`config.mk`:
```
export PLATFORM = sky130hd
export DESIGN_NAME = viterbi_frame_ctrl
export DESIGN_NICKNAME = d
export VERILOG_FILES = /design/src/rtl/viterbi_frame_ctrl.sv
export SDC_FILE = /design/constraint.sdc
export NUM_CORES = 1
export LEC_CHECK = 0
export CELL_PAD_IN_SITES_DETAIL_PLACEMENT = 1
export CELL_PAD_IN_SITES_GLOBAL_PLACEMENT = 2
export CORE_ASPECT_RATIO = 1.75
export CORE_MARGIN = 2
export CORE_UTILIZATION = 25
export CTS_CLUSTER_SIZE = 14
export DETAILED_ROUTE_END_ITERATION = 6
export GPL_TIMING_DRIVEN = 1
export PLACE_DENSITY_LB_ADDON = 0.1
export SLEW_MARGIN = 20
export SYNTH_ARGS = -nofsm -noshare
export SYNTH_HDL_FRONTEND = slang
export SYNTH_SLANG_ARGS = --single-unit
```
`constraint.sdc`:
```
create_clock -name clk -period 3.05 [get_ports clk]
set_input_delay 0.305 -clock clk [delete_from_list [all_inputs] [get_ports clk]]
set_output_delay 0.305 -clock clk [all_outputs]
set_load 0.05 [all_outputs]
```
`src/rtl/viterbi_frame_ctrl.sv`:
```
// Frame sequencer for a rate-1/2 Viterbi decoder: feeds symbol pairs to BMC/ACS, runs full-frame
// traceback into a bit buffer, then streams the decoded (non-tail) bits out with valid/ready.
module viterbi_frame_ctrl #(
  parameter int unsigned DEPTH = 64,
  parameter int unsigned AW    = 6,
  parameter int unsigned TAIL  = 2
) (
  input  logic          clk,
  input  logic          rst_n,
  input  logic          start,
  input  logic [AW:0]   frame_len,
  input  logic          sym_valid,
  output logic          sym_ready,
  input  logic [1:0]    sym_data,
  output logic [1:0]    rx_pair,
  output logic          sm_init,
  output logic          acs_en,
  output logic          surv_wr_en,
  output logic [AW-1:0] surv_wr_addr,
  output logic          tb_en,
  output logic [AW-1:0] surv_rd_addr,
  input  logic          tb_bit,
  output logic          dec_valid,
  input  logic          dec_ready,
  output logic          dec_bit,
  output logic          busy,
  output logic          done,
  output logic          err
);

  localparam logic [AW:0] DepthL = DEPTH[AW:0];
  localparam logic [AW:0] TailL  = TAIL[AW:0];

  typedef enum logic [2:0] {StIdle, StAcs, StTb, StDrain, StOut} state_e;

  state_e           state_q, state_d;
  logic [AW:0]      len_q, len_d;
  logic [AW:0]      cnt_q, cnt_d;
  logic [AW-1:0]    rd_q, rd_d;
  logic [AW:0]      out_q, out_d;
  logic [1:0]       rx_pair_q, rx_pair_d;
  logic             acs_en_q, acs_en_d;
  logic [AW-1:0]    wr_addr_q, wr_addr_d;
  logic             sm_init_q, sm_init_d;
  logic             done_q, done_d;
  logic             err_q, err_d;
  logic             tb_dly_q, tb_dly_d;
  logic [AW-1:0]    tb_addr_q, tb_addr_d;
  logic [DEPTH-1:0] buf_q, buf_d;

  logic [AW:0]      len_m1;
  logic [AW:0]      last_idx;
  logic             sym_hs;

  assign len_m1   = len_q - 1'b1;
  assign last_idx = len_q - TailL - 1'b1;

  assign sym_ready    = (state_q == StAcs) && (cnt_q < len_q);
  assign sym_hs       = sym_ready && sym_valid;
  assign tb_en        = (state_q == StTb);
  assign surv_rd_addr = rd_q;
  assign dec_valid    = (state_q == StOut);
  assign dec_bit      = dec_valid & buf_q[out_q[AW-1:0]];
  assign busy         = (state_q != StIdle);
  assign rx_pair      = rx_pair_q;
  assign sm_init      = sm_init_q;
  assign acs_en       = acs_en_q;
  assign surv_wr_en   = acs_en_q;
  assign surv_wr_addr = wr_addr_q;
  assign done         = done_q;
  assign err          = err_q;

  always_comb begin
    state_d   = state_q;
    len_d     = len_q;
    cnt_d     = cnt_q;
    rd_d      = rd_q;
    out_d     = out_q;
    rx_pair_d = rx_pair_q;
    wr_addr_d = wr_addr_q;
    acs_en_d  = 1'b0;
    sm_init_d = 1'b0;
    done_d    = 1'b0;
    err_d     = 1'b0;
    // Traceback bit arrives one cycle after its read address; capture against the delayed address.
    tb_dly_d  = tb_en;
    tb_addr_d = rd_q;
    buf_d     = buf_q;
    if (tb_dly_q) begin
      buf_d[tb_addr_q] = tb_bit;
    end

    unique case (state_q)
      StIdle: begin
        if (start) begin
          if ((frame_len > TailL) && (frame_len <= DepthL)) begin
            len_d     = frame_len;
            cnt_d     = '0;
            out_d     = '0;
            sm_init_d = 1'b1;
            state_d   = StAcs;
          end else begin
            err_d = 1'b1;
          end
        end
      end
      StAcs: begin
        if (sym_hs) begin
          rx_pair_d = sym_data;
          acs_en_d  = 1'b1;
          wr_addr_d = cnt_q[AW-1:0];
          cnt_d     = cnt_q + 1'b1;
        end
        // Leave only once the last survivor write has actually been issued.
        if ((cnt_q == len_q) && acs_en_q) begin
          rd_d    = len_m1[AW-1:0];
          state_d = StTb;
        end
      end
      StTb: begin
        if (rd_q == '0) begin
          state_d = StDrain;
        end else begin
          rd_d = rd_q - 1'b1;
        end
      end
      StDrain: begin
        state_d = StOut;
      end
      StOut: begin
        if (dec_ready) begin
          if (out_q == last_idx) begin
            done_d  = 1'b1;
            state_d = StIdle;
          end else begin
            out_d = out_q + 1'b1;
          end
        end
      end
      default: state_d = StIdle;
    endcase
  end

  always_ff @(posedge clk or negedge rst_n) begin
    if (!rst_n) begin
      state_q   <= StIdle;
      len_q     <= '0;
      cnt_q     <= '0;
      rd_q      <= '0;
      out_q     <= '0;
      rx_pair_q <= 2'b00;
      acs_en_q  <= 1'b0;
      wr_addr_q <= '0;
      sm_init_q <= 1'b0;
      done_q    <= 1'b0;
      err_q     <= 1'b0;
      tb_dly_q  <= 1'b0;
      tb_addr_q <= '0;
      buf_q     <= '0;
    end else begin
      state_q   <= state_d;
      len_q     <= len_d;
      cnt_q     <= cnt_d;
      rd_q      <= rd_d;
      out_q     <= out_d;
      rx_pair_q <= rx_pair_d;
      acs_en_q  <= acs_en_d;
      wr_addr_q <= wr_addr_d;
      sm_init_q <= sm_init_d;
      done_q    <= done_d;
      err_q     <= err_d;
      tb_dly_q  <= tb_dly_d;
      tb_addr_q <= tb_addr_d;
      buf_q     <= buf_d;
    end
  end

endmodule
```
== After elaboration in Yosys (flattened, before gate mapping) ==
Index checks and enable logic that the tools add are counted.
Word-level totals
  bits of input ports: 15
  word-level logic and storage cells: 92
  register bits: 113
Cells by class
  magnitude comparators: 6
  bitwise logic cells: 1
  equality and inequality tests: 15
  reduce and logical (&&, ||, !) cells: 17
  add/subtract/negate cells: 6
  mux-type cells: 33
Operators by type and width (count)
  $bwmux W64: 1
  $mux W7: 5
  $pmux W7 S2: 2
  $mux W3: 6
  $pmux W3 S5: 1
  $add A7 B1 Y7 const B: 2
  $eq A7 B7 Y1: 2
  $lt A6 B7 Y1 const B: 2
  $mux W1: 13
  $mux W6: 2
  $pmux W6 S2: 1
  $sub A6 B1 Y6 const B: 2
  $ne A2 B2 Y1 const B: 5
  $ne A2 B1 Y1 const B: 4
  $gt A7 B2 Y1 const B: 1
  $le A7 B7 Y1 const B: 1
  $lt A7 B7 Y1: 1
  $sub A7 B1 Y7 const B: 1
  $sub A7 B2 Y7 const B: 1
  $bmux W1 S6: 1
  $demux W1 S6: 1
  $eq A3 B2 Y1 const B: 2
  $ge A6 B1 Y1 const B: 1
  $logic_not A6 Y1: 1
  12 further kinds: 19

== Logic depth before layout (Yosys ltp) ==
Gate-level depths: netlist (run 1).
  depth in word-level cells: 6
  mapped depth: 12

== Least setup slack after synthesis (run 1) ==
No wires, ideal clock.
  path kind: register to output
  start: register len_q[4]
  end: output sym_ready
  stages on the path, launching flop included: 7
  slack: 0.009 ns
  arrival time: 2.736 ns
  required time: 2.745 ns
  cells stage by stage: dfrtp_1 inv_1 ha_1 a21o_1 a21oi_1 nor2b_1 nor4_1
Between the ends
  longest elaborated chain between the ends: 2
RTL lines
  start, declared: RTL line 37  | logic [AW:0] len_q, len_d;
  start signal, assigned: RTL line 162  | len_q <= len_d;
  $lt A7 B7 Y1: RTL line 58  | assign sym_ready = (state_q == StAcs) && (cnt_q < len_q);
  $logic_and A1 B1 Y1: RTL line 58
  end, declared: RTL line 13  | output logic sym_ready,
Every way passes these cells.

== Worst setup path in the final report (run 1) ==
  start: register out_q[0]
  end: output dec_bit
Between the ends
  longest elaborated chain between the ends: 3
RTL lines
  start, declared: RTL line 40  | logic [AW:0] out_q, out_d;
  start signal, assigned: RTL line 165  | out_q <= out_d;
  $bmux W1 S6: RTL line 63  | assign dec_bit = dec_valid & buf_q[out_q[AW-1:0]];
  $mux W1 (not written as such): RTL line 63
  $and A1 B1 Y1: RTL line 63
  end, declared: RTL line 25  | output logic dec_bit,
Every way passes these cells. The select of a mux whose other input is x is not followed.

==> impl_metrics.toml, run 1 <==
[clock_network]
postCtsSetupRepairBufs = 0
root_buffer = "clkbuf_16"
cts_tree = "built"
cts_buffers = 17
clockBufferDepth = 2
ctsHtreeMaxLevel = 4
insertion_delay_ns = 0.43
cts_sinks = 113
path_clk_slew_ns = 0.05

[floorplan]
die_x_um = 122
die-area_um2 = 25500
initial_core_util_pct = 25.3
core_um2 = 23800
rows = 75
io_pins = 39
die_height_um = 210

[grt]
grt_pass1_wl_um = 29900
grt_max_degree = 65
grtUsageTotal_pct = 16.1
grt_overflow = 0
grt_pass1_vias = 4931
antenna_found_initial = 0

[detailed_routing]
highest_layer = "met4"
drcViolationCount = 0
vias = 4397
wl_met3_um = 422
ant_nets = 0
drt_iter0_markers = 131
viasPerCell = 4.81
m1WireLength_um = 7250
route.detailed.wl_per_inst_um = 21.0
dr.pass1.iters = 4
wl_um = 19200
routed-wl-met2_um = 10900

[sta]
timing.slew.headroom_pct = 43.2
setup_violations = 0
clock_skew_ns = 0.00697
hold_slack_ns = -0.0169
rsz0062_at_grt = "false"
fin_ws_ns = 0.146
final.min_clock_period_ns = 2.90
maxSlewViolCount = 0
fin_setup_tns_ns = 0
worstMarginPinSlew_ns = 0.852
period_share_pct = 95.2
finalHoldViolations = 16
fmax_mhz = 344

[worst_setup_path]
crit_arrival_ns = 2.60
critPathSlowestCell = "mux4_2"
required_ns = 2.74
cp_max_fo = 12
slowest_delay_ns = 0.52
end_kind = "output pin"
cp_top_family = "multiplexers"
path_cells = "buf_4 > mux4_2 > mux2_2 > a21oi_1 > a311o_1 > a31oi_1 > o21a_1 > buf_4"
path_depth = 8
cp-start-kind = "flip-flop"
r2r_cells = 9
critPathKind = "reg -> out"
crit_top_cell = "buf_4"
cp_num_buf_inv = 2

[final_layout]
antenna_cells = 0
drive_gt1_share_pct = 26.2
nets = 620
syn_to_final_growth_pct = 21.2
multiInputGateArea_um2 = 2980
fill_cells = 2702
final_area_um2 = 7320
regArea_um2 = 2830
final_cells = 915

[logic_synthesis]
yosys_warnings = 0
synth.distinct_cells = 60
ys_seq_area_share_pct = 46.8
synth.net_count = 576
synthSimpleGateAreaFrac_pct = 16.2
synth_cells = 550
synth_seq_cells = 113
synth-edff-count = 0
synth-xor-area-share_pct = 1.16
yosys.area_share.adder_pct = 2.28
synthMuxAreaShare_pct = 20.9
async_flop_share_pct = 100
synth.avg_cell_area_um2 = 11.0
synth_top_family_by_area = "multiplexers"
synth_compound_area_share_pct = 8.59
ys.flop_type = "dfrtp_1"
synth.cell_area_um2 = 6040

[outcome]
status = "finished with violations"
violations = "hold timing"

[min_path]
hp-class = "in -> async"

[power]
ir_worst_vdd_uv = 434
p_per_area_nw_per_um2 = 804
p_leak_nw = 3.15

[placed_design]
pre_cts_ws_ns = 0.425
dp.cells = 883
dpl_cell_area_um2 = 6780
portBuffers = 38
post-dp-hpwl_um = 14000
place_congestion = 0.746

[run]
maxCapViolCount = 0
-- metrics by stage --
| stage | utilization, % | power, mW |
|---|---|---|
| 6_report | 30.7 | 5.89 |
| 5_1_grt | 30.7 | 6.23 |
| 4_1_cts | 30.7 | 6.01 |
| 3_5_place_dp | 28.5 | 4.13 |
| 3_3_place_gp | 28.5 | 4.11 |
| 2_1_floorplan | - | 3.36 |
-- flip-flops by register name, indices dropped and copies added, names as in the netlist --
signal / count
len_q: 7
surv_rd_addr: 6
sm_init: 1
state_q: 3
surv_wr_addr: 6
tb_dly_q: 1
rx_pair: 2
out_q: 7
tb_addr_q: 6
acs_en: 1
buf_q: 64
err: 1
cnt_q: 7
done: 1
-- cell usage after synthesis, drive strengths merged (11+ instances only) --
| cell type | instances | area [um^2] |
|---|---|---|
| a21oi | 17 | 85.1 |
| buf | 14 | 110 |
| clkbuf | 20 | 76.3 |
| dfrtp | 113 | 2830 |
| ha | 11 | 138 |
| inv | 14 | 52.6 |
| mux2 | 76 | 856 |
| mux4 | 15 | 338 |
| nand2 | 29 | 109 |
| nand3 | 12 | 60.1 |
| nor2 | 85 | 319 |
| nor2b | 13 | 81.3 |
| o21ai | 19 | 106 |
-- report_power, final --
part           internal, mW  switching [mW]
logic                 0.794            1.24
clock network          1.11           0.704
registers              1.71           0.323
-- layout make-up --
| class | instances | share of cell area, % |
|---|---|---|
| flip-flops and latches | 113 | 38.6 |
| inverters | 15 | 0.769 |
| repair buffers | 59 | 7.41 |
| multi-input cells | 388 | 40.7 |
| clock buffers | 26 | 6.82 |
| well taps | 308 | 5.26 |
| clock inverters | 6 | 0.410 |
-- per-layer routing --
layer / vias to the layer above / track usage (%)
met2: 68 / 31.0
met1: 2249 / 16.5
li1: 2052 / -
met3: 28 / 3.13
met5: - / 0
met4: 0 / 7.21
-- cells by family (layout without fill, tap and decap cells) --
kind of cell / Yosys count / after routing
multiplexers: 98 / 98
AO/OA/AOI/OAI: 75 / 75
AND/OR/NAND/NOR: 196 / 196
XOR/XNOR: 8 / 8
buffers and inverters: 49 / 106
adder cells (fa/ha/maj): 11 / 11
flip-flops: 113 / 113
-- cells in the final DEF, fill, tap and decap left out, types with 3 or more instances in the layout --
| cell | n |
|---|---|
| a2111oi_0 | 3 |
| a211oi_1 | 5 |
| a21o_1 | 3 |
| a21oi_1 | 17 |
| and2_1 | 4 |
| and3_1 | 6 |
| buf_4 | 23 |
| clkbuf_1 | 5 |
| clkbuf_16 | 17 |
| clkbuf_8 | 4 |
| clkdlybuf4s50_1 | 35 |
| clkinv_2 | 6 |
| dfrtp_1 | 112 |
| ha_1 | 11 |
| inv_1 | 14 |
| mux2_2 | 76 |
| mux2i_1 | 7 |
| mux4_2 | 15 |
| nand2_1 | 29 |
| nand2b_1 | 5 |
| nand3_1 | 12 |
| nand3b_1 | 3 |
| nand4_1 | 3 |
| nor2_1 | 85 |
| nor2b_1 | 13 |
| nor3_1 | 10 |
| nor4_1 | 5 |
| nor4_2 | 3 |
| o21a_1 | 4 |
| o21ai_0 | 17 |
| or3_1 | 3 |
| or3b_2 | 4 |
| xnor2_1 | 5 |
| xor2_1 | 3 |
-- path summary, 6_finish.rpt --
path,slack (ns),to,from
max,0.15,dec_bit,out_q[0]
min,-0.02,buf_q[13],rst_n
max reg2reg,0.49,surv_rd_addr[4],state_q[0]
min reg2reg,0.47,tb_addr_q[0],surv_rd_addr[0]
max in group asynchronous,2.27,err,rst_n
min in group clk,0.47,tb_addr_q[0],surv_rd_addr[0]
-- timing repair --
| action | CTS | global route |
|---|---|---|
| endpoints found under the setup margin | 1 | 1 |
| hold buffers | 0 | 0 |
| pin swaps | 0 | 0 |
| gates resized for setup | 1 | 2 |
-- worst reg2reg max path: stages (launching register included) --
cell and delay [ns]:
dfrtp_1 0.50, or3b_2 0.66, inv_1 0.12, buf_4 0.19, mux2i_1 0.25, ha_1 0.27, o21ai_0 0.15, o21ai_0 0.10
o21ai_0 0.10, nor2_1 0.13
Power figures use the tool's default switching activity.
==> inputs of run 2 (changes only) <==
- CORE_ASPECT_RATIO: 1.75 -> not set
- CTS_BUF_LIST: not set -> sky130_fd_sc_hd__clkbuf_16
- SLEW_MARGIN: 20 -> 5
==> run 2 against run 1 <==
- the run now ends clean
- first-iteration DRC count is 13% higher
- combinational power is 2% lower
- register-to-register slack improved by 0.13 ns
- die area fell by 0.19%
- clock power is essentially flat
- critical path depth unchanged
- clock-buffer cell count decreased by 9
- core utilization is 0.57 points higher
- cell area up 0.89%
- total power down 0.79%
- via count up 1.7%
- clock skew up 0.012 ns
- critical path type unchanged
- largest cell class unchanged
==> impl_metrics.toml, run 2 (same netlist as run 1, synthesis figures left out) <==
[power]
ir_worst_vdd_uv = 425
p_leak_nw = 3.17
swShare_pct = 38.6
seqPwrFrac_pct = 34.9
p_clk_share_pct = 31.0
internal_power_mw = 3.59
p_comb_share_pct = 34.1
p_per_area_nw_per_um2 = 791
netSwitchingPower_mw = 2.26

[placed_design]
pre_cts_ws_ns = 0.457
dp.cells = 894
portBuffers = 38
place_congestion = 0.710
post-dp-hpwl_um = 12800

[floorplan]
die_x_um = 159
die-area_um2 = 25400
core_um2 = 23600
initial_core_util_pct = 25.6
io_pins = 39
rows = 56
die_height_um = 159

[worst_setup_path]
crit-reg2reg-capture = "surv_rd_addr[4]"
r2r_start = "len_q[3]"
cp_num_buf_inv = 2
path_cells = "buf_12 > mux4_2 > mux2_2 > a21oi_2 > a311o_1 > a31oi_1 > o21a_1 > buf_4"
cp-start-kind = "flip-flop"
r2r_slack_ns = 0.62
cp_max_fo = 13
critPathSlowestCell = "mux4_2"
required_ns = 2.74
r2r_cells = 8
critPathKind = "reg -> out"
slowest_delay_ns = 0.50
critPathCapture = "dec_bit"
path_depth = 8
crit_arrival_ns = 2.62
cp_top_family = "multiplexers"
end_kind = "output pin"
cp-startpoint = "out_q[0]"

[detailed_routing]
wl_um = 18400
dr.pass1.iters = 4
viasPerCell = 4.81
m1WireLength_um = 8610
drcViolationCount = 0
vias = 4472
highest_layer = "met4"
wl_met3_um = 447
drt_iter0_markers = 148
ant_nets = 0
route.detailed.wl_per_inst_um = 19.8
routed-wl-met2_um = 9050

[final_layout]
syn_to_final_growth_pct = 22.3
regMostFlops = "buf_q"
layout_common_cells = "dfrtp_1, nor2_1, mux2_2"
final_common_cell = "dfrtp_1"
largest_reg_flops = 64
antenna_cells = 0
nets = 624
drive_gt1_share_pct = 26.4
final_cells = 929

[run]
maxCapViolCount = 0

[sta]
final.min_clock_period_ns = 2.92
clock_skew_ns = 0.0194
maxSlewViolCount = 0
period_share_pct = 95.9
finalHoldViolations = 0
worstMarginPinSlew_ns = 0.720
fin_ws_ns = 0.125
setup_violations = 0
rsz0062_at_grt = "false"
hold_slack_ns = 0.463
fin_setup_tns_ns = 0
fmax_mhz = 342
timing.slew.headroom_pct = 51.8

[grt]
grt_pass1_wl_um = 29400
grt_max_degree = 65
grt_overflow = 0
antenna_found_initial = 0
grtUsageTotal_pct = 15.2
grt_pass1_vias = 4835

[clock_network]
root_buffer = "clkbuf_16"
clockBufferDepth = 2
ctsHtreeMaxLevel = 4
cts_sinks = 113
cts_buffers = 17
insertion_delay_ns = 0.43
cts_tree = "built"
path_clk_slew_ns = 0.06

[outcome]
status = "completed"

[min_path]
hp-class = "reg -> reg"
## run 2: per-layer routing
layer | vias to the layer above | global-route usage (%)
met2 | 64 | 25.3
met5 | - | 0
met1 | 2331 | 19.9
met4 | 0 | 4.71
li1 | 2060 | -
met3 | 17 | 3.07
## run 2: cell type report
cell class                 instances  area (um^2)
clock buffer                      17          425
clock inverter                    14          101
fill                            2630        16200
inverter                          15         56.3
multi-input combinational        388         2980
sequential                       113         2830
tap                              319          399
timing repair buffer              63          604
## run 2: repair_timing
action | 4_1_cts | 5_1_grt
gates resized for setup | 0 | 2
setup endpoints to repair | 0 | 1
endpoints found under the hold margin | 46 | 0
hold buffers | 1 | 0
setup buffers | 0 | 3
## run 2: worst reg2reg max path, stage by stage (launching register included)
cell and delay, ns:
dfrtp_1 0.51, inv_1 0.16, ha_1 0.31, nand4_1 0.14, or3_1 0.59, a211oi_1 0.36
a21oi_1 0.08, nor2_1 0.10, nor2_1 0.05
## run 2: worst min-delay path by stage
stage	depth (start not counted)	end	start	slack [ns]
3_3_place_gp	1	buf_q[44]	rst_n	0.39
4_1_cts	0	tb_addr_q[0]	surv_rd_addr[0]	0.47
2_1_floorplan	0	acs_en	rst_n	0.009
3_5_place_dp	1	buf_q[44]	rst_n	0.40
6_report	0	tb_addr_q[0]	surv_rd_addr[0]	0.46
5_1_grt	0	tb_addr_q[0]	surv_rd_addr[0]	0.50
## run 2: stage by stage
step | total power, mW | util (%) | instance area, um^2
2_1_floorplan | 3.36 | - | 6040
3_3_place_gp | 4.04 | 28.8 | 6810
3_5_place_dp | 4.07 | 28.8 | 6810
4_1_cts | 5.92 | 31.1 | 7350
5_1_grt | 6.21 | 31.3 | 7390
6_report | 5.85 | 31.3 | 7390
## run 2: power groups by stage
stage          Sequential (mW)  Combinational (mW)  Clock [mW]
3_5_place_dp              2.07                2.00           0
4_1_cts                   2.05                2.01        1.86
5_1_grt                   2.09                2.18        1.94
2_1_floorplan             2.21                1.14           0
6_report                  2.04                1.99        1.81
3_3_place_gp              2.06                1.98           0
==> inputs of run 3 (changes only) <==
- CAP_MARGIN: not set -> 0
==> results of run 3 <==
No change in the layout: final DEF, timing and power equal those of run 2.
